===== src/rtl/axis_pad_arbiter_if.sv =====
// AXI-Stream bundle (valid/ready/data/last) shared by the arbiter's sources and sink.
// Latency: none, wires only.
// Backpressure: tready flows from the slave side back to the master side.
interface axis_pad_arbiter_if #(
   parameter int DW = 64
);
   logic          tvalid;
   logic          tready;
   logic [DW-1:0] tdata;
   logic          tlast;

   modport master (output tvalid, output tdata, output tlast, input tready);
   modport slave  (input tvalid, input tdata, input tlast, output tready);
endinterface


===== src/rtl/axis_pad_arbiter.sv =====
// Two-source packet-granular round-robin AXI-Stream arbiter feeding the frame padding stage.
// Latency: grant one cycle after tvalid is seen idle; zero-latency datapath while granted; one idle bubble between packets.
// Backpressure: m_axis tready passes straight to the granted source; the other source sees tready low.
module axis_pad_arbiter #(
   parameter int DW = 64,
   parameter int CW = 32
) (
   input  logic              s_axis_aclk,
   input  logic              s_axis_aresetn,
   input  logic [CW-1:0]     frame_num_max_0,
   input  logic [CW-1:0]     frame_num_max_1,
   axis_pad_arbiter_if.slave  s0,
   axis_pad_arbiter_if.slave  s1,
   axis_pad_arbiter_if.master m,
   output logic [CW-1:0]     oFrameNumMax,
   output logic [1:0]        grant,
   output logic [CW-1:0]     pkt_cnt,
   output logic              err_overlong,
   input  logic              err_clr
);

   localparam logic [1:0] ST_IDLE = 2'd0;
   localparam logic [1:0] ST_GNT0 = 2'd1;
   localparam logic [1:0] ST_GNT1 = 2'd2;

   logic [1:0]    state_q, state_d;
   logic          last_gnt_q, last_gnt_d;   // 1: source 1 finished the most recent packet
   logic [CW-1:0] frame_max_q, frame_max_d;
   logic [CW-1:0] beat_cnt_q, beat_cnt_d;
   logic [CW-1:0] pkt_cnt_q, pkt_cnt_d;
   logic          err_q, err_d;

   logic [DW-1:0] sel_tdata;
   logic          sel_tvalid;
   logic          sel_tlast;
   logic          m_hs;
   logic [CW:0]   beat_num;                 // 1-based count including the current beat
   logic [CW-1:0] beat_inc;
   logic          overlong;

   // Route the granted source straight to the sink; everything is quiet while idle.
   always_comb begin
      sel_tdata  = '0;
      sel_tvalid = 1'b0;
      sel_tlast  = 1'b0;
      s0.tready  = 1'b0;
      s1.tready  = 1'b0;
      case (state_q)
         ST_GNT0: begin
            sel_tdata  = s0.tdata;
            sel_tvalid = s0.tvalid;
            sel_tlast  = s0.tlast;
            s0.tready  = m.tready;
         end
         ST_GNT1: begin
            sel_tdata  = s1.tdata;
            sel_tvalid = s1.tvalid;
            sel_tlast  = s1.tlast;
            s1.tready  = m.tready;
         end
         default: ;
      endcase
      m.tdata  = sel_tdata;
      m.tvalid = sel_tvalid;
      m.tlast  = sel_tlast;
   end

   assign m_hs     = sel_tvalid & m.tready;
   assign beat_num = {1'b0, beat_cnt_q} + {{CW{1'b0}}, 1'b1};
   assign beat_inc = (&beat_cnt_q) ? beat_cnt_q : beat_num[CW-1:0];
   assign overlong = m_hs && (frame_max_q != '0) && (beat_num > {1'b0, frame_max_q});

   // Arbitration, per-packet config capture, beat/packet counting and sticky overlong flag.
   always_comb begin
      state_d     = state_q;
      last_gnt_d  = last_gnt_q;
      frame_max_d = frame_max_q;
      beat_cnt_d  = beat_cnt_q;
      pkt_cnt_d   = pkt_cnt_q;
      case (state_q)
         ST_IDLE: begin
            // On a tie the source that did not go last wins; a lone requester always wins.
            if (s0.tvalid && (!s1.tvalid || last_gnt_q)) begin
               state_d     = ST_GNT0;
               frame_max_d = frame_num_max_0;
               beat_cnt_d  = '0;
            end else if (s1.tvalid) begin
               state_d     = ST_GNT1;
               frame_max_d = frame_num_max_1;
               beat_cnt_d  = '0;
            end
         end
         ST_GNT0, ST_GNT1: begin
            if (m_hs) begin
               beat_cnt_d = beat_inc;
               if (sel_tlast) begin
                  state_d    = ST_IDLE;
                  last_gnt_d = (state_q == ST_GNT1);
                  pkt_cnt_d  = pkt_cnt_q + {{(CW-1){1'b0}}, 1'b1};
               end
            end
         end
         default: state_d = ST_IDLE;
      endcase
      // Clear wins over a same-cycle set.
      err_d = err_clr ? 1'b0 : (err_q | overlong);
   end

   // State registers with synchronous active-low reset; a reset abandons any packet in flight.
   always_ff @(posedge s_axis_aclk) begin
      if (!s_axis_aresetn) begin
         state_q     <= ST_IDLE;
         last_gnt_q  <= 1'b1;
         frame_max_q <= '0;
         beat_cnt_q  <= '0;
         pkt_cnt_q   <= '0;
         err_q       <= 1'b0;
      end else begin
         state_q     <= state_d;
         last_gnt_q  <= last_gnt_d;
         frame_max_q <= frame_max_d;
         beat_cnt_q  <= beat_cnt_d;
         pkt_cnt_q   <= pkt_cnt_d;
         err_q       <= err_d;
      end
   end

   assign grant        = {state_q == ST_GNT1, state_q == ST_GNT0};
   assign oFrameNumMax = frame_max_q;
   assign pkt_cnt      = pkt_cnt_q;
   assign err_overlong = err_q;

endmodule


===== src/flat_wrapper.sv =====
// flat-port wrapper written by rule: the top's interface ports become plain ports
module axis_pad_arbiter_flat 
#(
   parameter int DW = 64,
   parameter int CW = 32
)
  (s_axis_aclk, s_axis_aresetn, frame_num_max_0, frame_num_max_1, oFrameNumMax, grant, pkt_cnt, err_overlong, err_clr, s0_tvalid, s0_tdata, s0_tlast, s0_tready, s1_tvalid, s1_tdata, s1_tlast, s1_tready, m_tvalid, m_tdata, m_tlast, m_tready);
  axis_pad_arbiter_if #(.DW(DW)) s0_i ();
  axis_pad_arbiter_if #(.DW(DW)) s1_i ();
  axis_pad_arbiter_if #(.DW(DW)) m_i ();
  input  logic s_axis_aclk;
  input  logic s_axis_aresetn;
  input  logic [CW-1:0] frame_num_max_0;
  input  logic [CW-1:0] frame_num_max_1;
  output logic [CW-1:0] oFrameNumMax;
  output logic [1:0] grant;
  output logic [CW-1:0] pkt_cnt;
  output logic err_overlong;
  input  logic err_clr;
  input wire logic [$bits(s0_i.tvalid)-1:0] s0_tvalid;
  input wire logic [$bits(s0_i.tdata)-1:0] s0_tdata;
  input wire logic [$bits(s0_i.tlast)-1:0] s0_tlast;
  output wire logic [$bits(s0_i.tready)-1:0] s0_tready;
  input wire logic [$bits(s1_i.tvalid)-1:0] s1_tvalid;
  input wire logic [$bits(s1_i.tdata)-1:0] s1_tdata;
  input wire logic [$bits(s1_i.tlast)-1:0] s1_tlast;
  output wire logic [$bits(s1_i.tready)-1:0] s1_tready;
  output wire logic [$bits(m_i.tvalid)-1:0] m_tvalid;
  output wire logic [$bits(m_i.tdata)-1:0] m_tdata;
  output wire logic [$bits(m_i.tlast)-1:0] m_tlast;
  input wire logic [$bits(m_i.tready)-1:0] m_tready;
  assign s0_i.tvalid = s0_tvalid;
  assign s0_i.tdata = s0_tdata;
  assign s0_i.tlast = s0_tlast;
  assign s0_tready = s0_i.tready;
  assign s1_i.tvalid = s1_tvalid;
  assign s1_i.tdata = s1_tdata;
  assign s1_i.tlast = s1_tlast;
  assign s1_tready = s1_i.tready;
  assign m_tvalid = m_i.tvalid;
  assign m_tdata = m_i.tdata;
  assign m_tlast = m_i.tlast;
  assign m_i.tready = m_tready;
  axis_pad_arbiter #(.DW(DW), .CW(CW)) u_core (.s_axis_aclk(s_axis_aclk), .s_axis_aresetn(s_axis_aresetn), .frame_num_max_0(frame_num_max_0), .frame_num_max_1(frame_num_max_1), .s0(s0_i), .s1(s1_i), .m(m_i), .oFrameNumMax(oFrameNumMax), .grant(grant), .pkt_cnt(pkt_cnt), .err_overlong(err_overlong), .err_clr(err_clr));
endmodule

===== config.mk =====
export PLATFORM = sky130hd
export DESIGN_NAME = axis_pad_arbiter_flat
export DESIGN_NICKNAME = d
export VERILOG_FILES = /design/src/rtl/axis_pad_arbiter_if.sv /design/src/rtl/axis_pad_arbiter.sv /design/src/flat_wrapper.sv
export SDC_FILE = /design/constraint.sdc
export NUM_CORES = 1
export LEC_CHECK = 0
export BUFFER_PORTS_ARGS = -buffer_cell sky130_fd_sc_hd__buf_2
export CORE_ASPECT_RATIO = 0.75
export CORE_MARGIN = 10
export CORE_UTILIZATION = 40
export CTS_CLUSTER_SIZE = 12
export DETAILED_ROUTE_END_ITERATION = 10
export PLACE_DENSITY_LB_ADDON = 0.12
export SYNTH_ARGS = -nofsm -noshare
export SYNTH_HDL_FRONTEND = slang
export SYNTH_SLANG_ARGS = --single-unit
export TNS_END_PERCENT = 5

===== constraint.sdc =====
create_clock -name s_axis_aclk -period 3.8 [get_ports s_axis_aclk]
set_input_delay 0.57 -clock s_axis_aclk [delete_from_list [all_inputs] [get_ports s_axis_aclk]]
set_output_delay 0.57 -clock s_axis_aclk [all_outputs]
set_load 0.005 [all_outputs]

==> impl_metrics.ini <==
[grt]
grt_pass1_vias = 7036
grt_pass1_wl_mm = 41.2
antenna_found_initial = 3
grt_overflow = 0
grt_util_all_layers_pct = 21.7
grt_max_degree = 103

[worst_setup_path]
crit_arrival_ps = 3620
end_kind = register
crit_type = register to register
r2r_cells = 13
cp.required_ps = 4050
worstPathMaxFanout = 9
cp-start-kind = register

[cts]
clock-sinks = 100
numCtsBuffers = 9
clk_path_buf_depth = 2
clock_latency_ps = 360
path_clk_slew_ps = 70
cts_tree = built
cts-root-buf = clkbuf_16
htree_levels = 3

[sta]
setup_viol = 0
final-max-slew-violation-count = 0
fmax_ghz = 0.296
rsz0062_at_grt = false
skew_ps = 8.53
setup_tns_ps = 0
finalHoldViolCount = 0
worstMarginPinSlew_ps = 1040
finalCritPeriodShare_pct = 88.8
fin_crit_ps = 3380
slew_headroom_pct = 30.8

[synth]
syn_nets = 1119
ys_seq_area_share_pct = 28.4
synth_edf_count = 0
synth_top_area_share_pct = 28.4
yosys_warnings = 0
synth_seq_cells = 100
synthFlopType = dfxtp_1
syn_area_mm2 = 0.00705
syn_inst = 881
async_flop_share_pct = 0
avgSynthCellArea_um2 = 8.01
synth_top_cells_by_area = dfxtp_1 28%, a22oi_1 7.1%, ha_1 6.7%
yosys.cell_types.count = 55
synth.largest_area_cell = dfxtp_1

[floorplan]
dieArea_mm2 = 0.0234
ios = 335
core-area_mm2 = 0.0171
rows = 41
die_h_um = 135
initial_core_util_pct = 41.3
die_x_um = 173

[min_path]
whs_path_depth = 1
hold_path_class = register to register

[finish]
final_area_mm2 = 0.00920
syn_to_final_growth_pct = 30.4
drive_above_1_share_pct = 32.0
fin_nets = 1417
multi_input_area_mm2 = 0.00467
layout_common_cells = 334 x buf_2, 100 x dfxtp_1, 87 x nand2_1, 87 x nor2_1, 67 x a22oi_1
mostFrequentLayoutCell = buf_2
regArea_mm2 = 0.00200
nFillCells = 1669

[placement]
placed_area_mm2 = 0.00888
place_hpwl_mm = 21.4
place.gp.congestion = 0.911
port_buffers = 334

[detailed_routing]
post_drt_wl_per_cell_um = 19.1
vias_per_cell = 5.31
remaining_drc_errors = 0
via_count = 7560
drt_first_pass_iters = 6
antenna_left = 0
wl_mm = 27.2
drtIter0Drc = 589

[status]
outcome = complete, no violations

[pwr]
ir_drop_mv = 0.231
p_leak_uw = 0.00464
pwr_density_cell_mw_per_mm2 = 332

[run]
maxCapViolCount = 0
final cells by class:
class | instances | share of cell area [%]
antenna | 4 | 0.109
clock buffer | 10 | 2.60
clock inverter | 6 | 0.694
inverter | 43 | 1.75
multi-input combinational | 680 | 50.8
sequential | 100 | 21.8
tap | 236 | 3.21
timing repair buffer | 345 | 19.1
metal layers:
| metal | share of wire [%] | vias to the layer above | track usage (%) | wire (um) |
|---|---|---|---|---|
| met5 | 0 | - | 0 | 0 |
| met3 | 7.4 | 15 | 4.93 | 2010 |
| met1 | 48 | 3482 | 31.3 | 13100 |
| li1 | - | 3766 | - | - |
| met2 | 44 | 297 | 32.1 | 11900 |
| met4 | 0.79 | 0 | 3.92 | 214 |
final timing paths:
path | start | to | slack [ps]
worst min-delay path | u_core.err_overlong | u_core.err_overlong | 490
worst max-delay path | u_core.beat_cnt_q[0] | u_core.err_overlong | 420
worst max register to register | u_core.beat_cnt_q[0] | u_core.err_overlong | 420
worst min register to register | u_core.err_overlong | u_core.err_overlong | 490
registers in the layout, summed over array words and instances (netlist names):
name and cells:
u_core.beat_cnt_q 32, u_core.oFrameNumMax 32, u_core.pkt_cnt 32, u_core.state_q 2, u_core.err_overlong 1, u_core.last_gnt_q 1
timing repair:
action / CTS / global route
setup endpoints to repair: 0 / 1
endpoints found under the hold margin: 0 / 0
hold buffers: 0 / 0
resized for setup: 0 / 2
buffers inserted: 0 / 0
stage by stage:
stage          instances  util (%)  setup slack [ps]  total power, uW  hold WS [ps]
2_1_floorplan        881         -               588             1750           441
3_3_place_gp        1404      52.0               503             2140           483
3_5_place_dp        1404      52.0               398             2140           488
4_1_cts             1420      53.8               377             3080           505
5_1_grt             1422      53.8               120             3250           518
6_report            1424      53.8               424             3060           493
cell families (layout without fill, tap and decap cells):
group                      count (synthesis)  count (layout)  share of synthesized area [%]
and+or+nand+nor                          361             361                           25.9
AOI/OAI and AO/OA                        187             187                           20.9
buffers and inverters                    101             404                           5.73
DFF                                      100             100                           28.4
xor gates and xnor gates                  60              60                           7.45
adders and majority gates                 38              38                           6.74
muxes                                     34              34                           4.82
other                                      0               4                              0
power breakdown:
part	switching [uW]	leakage (uW)	total (uW)	internal, uW
logic	569	0.00368	937	368
registers	70.1	0.000814	1180	1110
clock network	459	0.000146	940	481
total	1100	0.00464	3060	1960
synth_stat cells (24+ instances only):
library cell / instances
mux2i_1: 34
o211a_1: 32
nand2_1: 87
ha_1: 38
a22oi_1: 67
nor4_1: 24
clkbuf_1: 37
nor2_1: 87
dfxtp_1: 100
a21boi_0: 27
nor3_1: 25
nand3_1: 33
xor2_1: 35
and2_1: 35
xnor2_1: 25
inv_1: 42
nand4_1: 28
worst max-delay path, stage by stage (launching register included):
cell and delay, ps:
dfxtp_1 410, ha_1 330, nand4_1 220, buf_4 230
nor3_1 230, nand3_1 190, xnor2_1 170, ha_1 290
o21ai_0 90, o21a_1 130, o21ai_1 120, a2111oi_0 420
a2111oi_1 150, a211o_1 290
Note: power is estimated with default switching activity, not from simulation.
